File: src/rtl/dcache_axi_master.sv
// AXI4 master for the L1 D-cache: 4-beat INCR fills for cacheable reads, single beats otherwise.
// Latency: AR/AW valid one cycle after request accept; R data passes through combinationally.
// Backpressure: VALIDs held until handshake; at most one transaction in flight.
module dcache_axi_master #(
  parameter logic [3:0] ID_VAL = 4'd1
) (
  input  logic        clk,
  input  logic        rst_n,
  input  logic        D_req,
  input  logic        D_write,
  input  logic [31:0] D_addr,
  input  logic [31:0] D_in,
  input  logic [2:0]  D_type,
  output logic [31:0] D_out,
  output logic        RVALID_c,
  output logic        RLAST_c,
  output logic        BVALID_c,
  output logic        BREADY_c,
  output logic        bus_err,
  output logic [3:0]  ARID,
  output logic [31:0] ARADDR,
  output logic [3:0]  ARLEN,
  output logic [2:0]  ARSIZE,
  output logic [1:0]  ARBURST,
  output logic        ARVALID,
  input  logic        ARREADY,
  input  logic [3:0]  RID,
  input  logic [31:0] RDATA,
  input  logic [1:0]  RRESP,
  input  logic        RLAST,
  input  logic        RVALID,
  output logic        RREADY,
  output logic [3:0]  AWID,
  output logic [31:0] AWADDR,
  output logic [3:0]  AWLEN,
  output logic [2:0]  AWSIZE,
  output logic [1:0]  AWBURST,
  output logic        AWVALID,
  input  logic        AWREADY,
  output logic [31:0] WDATA,
  output logic [3:0]  WSTRB,
  output logic        WLAST,
  output logic        WVALID,
  input  logic        WREADY,
  input  logic [3:0]  BID,
  input  logic [1:0]  BRESP,
  input  logic        BVALID,
  output logic        BREADY
);

  typedef enum logic [2:0] {S_IDLE, S_AR, S_RDATA, S_AWW, S_BRESP} state_t;

  typedef struct packed {
    logic [31:0] addr;
    logic [31:0] dat;
    logic [2:0]  typ;
  } req_t;

  state_t     state_q, state_d;
  req_t       req_q, req_d;
  logic [1:0] beat_q, beat_d;
  logic [1:0] exp_last_q, exp_last_d;
  logic       aw_done_q, aw_done_d;
  logic       w_done_q, w_done_d;
  logic       bus_err_q, bus_err_d;

  logic       cacheable;
  logic [3:0] arlen;
  logic [3:0] wstrb;
  logic       type_err;
  logic       in_ar, in_r, in_w, in_b;

  always_comb begin
    cacheable = !((req_q.addr[31:16] == 16'h1000) || (req_q.addr[31:16] == 16'h6000));
    arlen     = cacheable ? 4'd3 : 4'd0;
    type_err  = 1'b0;
    case (req_q.typ)
      3'b000:  wstrb = 4'b0001 << req_q.addr[1:0];
      3'b001:  wstrb = 4'b0011 << {req_q.addr[1], 1'b0};
      3'b010:  wstrb = 4'b1111;
      default: begin
        wstrb    = 4'b0000;
        type_err = 1'b1;
      end
    endcase
  end

  assign in_ar = (state_q == S_AR);
  assign in_r  = (state_q == S_RDATA);
  assign in_w  = (state_q == S_AWW);
  assign in_b  = (state_q == S_BRESP);

  assign ARID     = ID_VAL;
  assign ARVALID  = in_ar;
  assign ARADDR   = in_ar ? (cacheable ? {req_q.addr[31:4], 4'h0} : req_q.addr) : 32'h0;
  assign ARLEN    = in_ar ? arlen : 4'd0;
  assign ARSIZE   = in_ar ? 3'b010 : 3'b000;
  assign ARBURST  = in_ar ? 2'b01 : 2'b00;

  // Read beats are forwarded straight through so the cache sees no extra latency.
  assign RREADY   = in_r;
  assign RVALID_c = in_r & RVALID;
  assign RLAST_c  = in_r & RVALID & RLAST;
  assign D_out    = in_r ? RDATA : 32'h0;

  assign AWID     = ID_VAL;
  assign AWVALID  = in_w & ~aw_done_q;
  assign AWADDR   = in_w ? req_q.addr : 32'h0;
  assign AWLEN    = 4'd0;
  assign AWSIZE   = in_w ? 3'b010 : 3'b000;
  assign AWBURST  = in_w ? 2'b01 : 2'b00;
  assign WVALID   = in_w & ~w_done_q;
  assign WDATA    = in_w ? req_q.dat : 32'h0;
  assign WSTRB    = in_w ? wstrb : 4'b0000;
  assign WLAST    = in_w;

  assign BREADY   = in_b;
  assign BREADY_c = in_b;
  assign BVALID_c = in_b & BVALID;
  assign bus_err  = bus_err_q;

  always_comb begin
    state_d    = state_q;
    req_d      = req_q;
    beat_d     = beat_q;
    exp_last_d = exp_last_q;
    aw_done_d  = aw_done_q;
    w_done_d   = w_done_q;
    bus_err_d  = bus_err_q;
    case (state_q)
      S_IDLE: begin
        if (D_write) begin
          req_d     = '{addr: D_addr, dat: D_in, typ: D_type};
          aw_done_d = 1'b0;
          w_done_d  = 1'b0;
          state_d   = S_AWW;
        end else if (D_req) begin
          req_d.addr = D_addr;
          state_d    = S_AR;
        end
      end
      S_AR: begin
        if (ARREADY) begin
          beat_d     = 2'd0;
          exp_last_d = arlen[1:0];
          state_d    = S_RDATA;
        end
      end
      S_RDATA: begin
        if (RVALID) begin
          beat_d = beat_q + 2'd1;
          if ((RLAST && (beat_q != exp_last_q)) || (RRESP != 2'b00) || (RID != ID_VAL))
            bus_err_d = 1'b1;
          if (RLAST)
            state_d = S_IDLE;
        end
      end
      S_AWW: begin
        aw_done_d = aw_done_q | (AWVALID & AWREADY);
        w_done_d  = w_done_q | (WVALID & WREADY);
        if (type_err)
          bus_err_d = 1'b1;
        if (aw_done_d && w_done_d)
          state_d = S_BRESP;
      end
      S_BRESP: begin
        if (BVALID) begin
          if ((BRESP != 2'b00) || (BID != ID_VAL))
            bus_err_d = 1'b1;
          state_d = S_IDLE;
        end
      end
      default: state_d = S_IDLE;
    endcase
  end

  always_ff @(posedge clk or negedge rst_n) begin
    if (!rst_n) begin
      state_q    <= S_IDLE;
      req_q      <= '0;
      beat_q     <= 2'd0;
      exp_last_q <= 2'd0;
      aw_done_q  <= 1'b0;
      w_done_q   <= 1'b0;
      bus_err_q  <= 1'b0;
    end else begin
      state_q    <= state_d;
      req_q      <= req_d;
      beat_q     <= beat_d;
      exp_last_q <= exp_last_d;
      aw_done_q  <= aw_done_d;
      w_done_q   <= w_done_d;
      bus_err_q  <= bus_err_d;
    end
  end

endmodule

File: config.mk
export PLATFORM = sky130hd
export DESIGN_NAME = dcache_axi_master
export DESIGN_NICKNAME = d
export VERILOG_FILES = /design/src/rtl/dcache_axi_master.sv
export SDC_FILE = /design/constraint.sdc
export NUM_CORES = 1
export LEC_CHECK = 0
export ABC_AREA = 1
export BUFFER_PORTS_ARGS = -buffer_cell sky130_fd_sc_hd__buf_2
export CAP_MARGIN = 20
export CELL_PAD_IN_SITES_DETAIL_PLACEMENT = 0
export CELL_PAD_IN_SITES_GLOBAL_PLACEMENT = 2
export CORE_MARGIN = 3
export CORE_UTILIZATION = 23
export DETAILED_ROUTE_END_ITERATION = 16
export GPL_TIMING_DRIVEN = 0
export PLACE_DENSITY_LB_ADDON = 0.2
export SYNTH_ARGS = -nofsm -noshare
export SYNTH_HDL_FRONTEND = slang
export SYNTH_SLANG_ARGS = --single-unit
File: constraint.sdc
create_clock -name clk -period 2.6 [get_ports clk]
set_input_delay 0.52 -clock clk [delete_from_list [all_inputs] [get_ports clk]]
set_output_delay 0.52 -clock clk [all_outputs]
set_load 0.005 [all_outputs]
==> results.md <==
* Final setup fails at 0
* Met2 Use GR at around a quarter
* Width of the chip at ~150 um
* Combinational share of power at 53.1%
* Critical Path AT at 1.84 ns
* Clock sink count at 76
* Overall Power at 0.00742 W
* P_sw at 0.00308 W
* Seq/Total Area, Yosys at between 40% and 50%
* Largest area contributor in the netlist: dfrtp_1
* Die Y at about 150 um
* Simple-Gate Fraction of Synth Area at roughly 30%
* Via count at 4594
* Yosys top cell area share at 41.9%
* First-pass GRT wire length at 24200 um
* Post-Synth Adder-Cell Area at 0%
* Num CTS Buffers at 9
* GRT busiest layer: met2
* Peak VDD IR at a little under 0.4 mV
* Syn avg cell area at 7.42 sq um
* IO buf count at 269
* Antenna violations before repair at 1
* Post-CTS sizing at 0
* M3 GR Usage at 5.09%
* Clk_lat worst skew at 0.34 ns
* Seq pwr share at 26.1%
* Initial Util at 23.8%
* Clock transition at path regs at roughly 0.06 ns
* Main synth FF type: dfrtp_1
* Critical path capture point type: primary output
* Clock tree from TritonCTS: built
* Vias per std cell at 3.91
* Area fraction in compound gates after synthesis at 8.52%
* Row count at 50
* Clk_skew at 0.00849 ns
* FILL cells at roughly 2100
* Root Buffer Master: clkbuf_16
* Power per Cell Area at around 1100 nW/um^2
* Clk buf depth at 2
* CORE AREA at 19000 sq um
* Max-cap violations at 0
* Max Slew Vio Count at 0
* Unique cell type count in the Yosys netlist at 26
* CP Launch Type: register
* Layout cells sized above 1 at a little over two fifths
* CTS HTree Levels at 3
* Period utilisation layout at 90.8%
* Pin count of the biggest net entering global routing at 40
* FFs w/ async S/R, synth at 100%
* Fmax at between 0.4 and 0.5 GHz
* Post-Synth XOR/XNOR Area at 0%
* Worst setup path class: reg2out
* Mapped cell area at 4540 sq um
* Grt met1 use at roughly 17%
* Area taken by multi-input logic gates at 1810 sq um
* Final nets at 1033
* Worst Reg-to-Reg Cells at 5
* # placed instances at 1159
* Post-CTS Hold Fix Bufs at 0
* Antenna-violating nets left at 0
* DRT Wirelength at 15500 um
* P&R area growth vs syn at 47.1%
* Antenna diodes at 0
* GP Congestion at 0.718
* DRC violations left at 0
* Register bit total from synthesis at 76
* RSZ-0062 raised after global routing: false
* Total gr overflow at 0
* Vias in the first global route at 4495
* Leak at 4.14 nW
* Status: finished clean
* CP max FO at 10
* DIE AREA at 21400 sq um
* Worst-margin pin slew at 0.535 ns
* Clock Power Share at 20.8%
* Mux contribution to synthesized area at 0%
* Top post-synthesis cells by area: dfrtp_1 42%, nor2_1 15%, inv_1 9.8%, a21oi_1 7.7%, nor2_4 5.2%
* Num ports at 290
* Post-synth EDFFs at 0
* Final cell count without fillers at about 1200
* Worst EP required at between 2 and 2.5 ns
* DRT iter0 DRCs at around 110
* Final Hold Vio Count at 0
* Combinational family with the most area after synthesis: simple AND/OR/NAND/NOR gates
* Pre-antenna DRT Iters at 4
* GRT Total Usage at approximately 14%
* Pint at 0.00434 W
* Post-synth top cells: 176 x nor2_1, 118 x inv_1, 76 x dfrtp_1
* Reg area at 1900 sq um
* HP Class: in2async
* Routed WL per cell at 13.2 um
* Switching Share at 41.5%
* Final worst path period need at between 2 and 2.5 ns
* Fin Setup TNS at 0 ns
* Rel. slew slack at 64.4%
* Post-DP HPWL at 12500 um
* Most common cell in the synthesized netlist: nor2_1
* Gate Count Post-Synth at 611
* Warnings from Yosys at 0
what timing repair did:
action,4_1_cts,5_1_grt
endpoints found under the hold margin,0,0
setup endpoints to repair,0,20
buffers inserted,0,2
flip-flops by register name, indices dropped and copies added, names as in the netlist:
| name | cells |
|---|---|
| exp_last_q | 1 |
| beat_q | 2 |
| w_done_q | 1 |
| bus_err | 1 |
| aw_done_q | 1 |
| req_q | 67 |
| state_q | 3 |
power by group through the flow:
stage          Clock, W  Combinational, W  Sequential, W
5_1_grt         0.00163           0.00450        0.00200
6_report        0.00154           0.00394        0.00194
3_3_place_gp          0           0.00404        0.00195
2_1_floorplan         0           0.00256        0.00192
4_1_cts         0.00159           0.00404        0.00194
3_5_place_dp          0           0.00403        0.00196
cells by family after synthesis:
| group | count (synthesis) |
|---|---|
| AO/OA/AOI/OAI | 76 |
| buffers and inverters | 177 |
| flip-flops | 76 |
| other | 2 |
| AND/OR/NAND/NOR | 280 |
critical path, cell delays in order (launching register included):
cell and delay [ns]:
dfrtp_1 0.32, buf_4 0.16, inv_1 0.15, nor3_4 0.26, inv_2 0.14, buf_6 0.17
nor3_1 0.16, buf_2 0.15
per-stage QoR:
stage / worst slack (ns) / hold slack (ns) / instance area (sq um) / util, %
final: 0.240 / 0.146 / 6670 / 35.1
after global routing: 0.0429 / 0.186 / 6670 / 35.1
after CTS: 0.00303 / 0.159 / 6660 / 35.0
after detailed placement: 0.388 / 0.444 / 6300 / 33.1
after global placement: 0.308 / 0.449 / 6270 / 33.0
after floorplan: 0.832 / 0.224 / 4600 / -
placed cells by master (no fill, tap or decap), drive strengths merged:
master and n:
clkinvlp 1, bufinv 4, nand2 36, buf 326, inv 124, o21a 1
nor2 218, clkbuf 9, o21ai 5, conb 20, nand3 14, nand4 6
a21oi 70, dfrtp 76, nor3 6
routing by layer:
metal	wire length, um	share of wire (%)
met2	7450	48
met5	12	0.077
met4	182	1.2
met3	1480	9.5
met1	6420	41
layout make-up:
type / count / share of cell area (%)
tap: 260 / 4.87
clock inverter: 6 / 2.04
buffer: 54 / 6.51
inverter: 123 / 6.92
timing repair buffer: 272 / 20.7
sequential: 76 / 28.5
multi-input combinational: 376 / 27.1
clock buffer: 9 / 3.37
worst paths after layout:
check                            from         end  slack (ns)
setup / recovery           state_q[0]   ARADDR[2]        0.24
hold / removal                  rst_n   req_q[10]        0.15
setup reg to reg           state_q[2]   req_q[34]        1.09
hold reg to reg               bus_err     bus_err        0.46
max in group asynchronous       rst_n  state_q[2]        1.84
min in group clk             D_in[27]   req_q[30]        0.43
(Power assumes the default switching activity.)
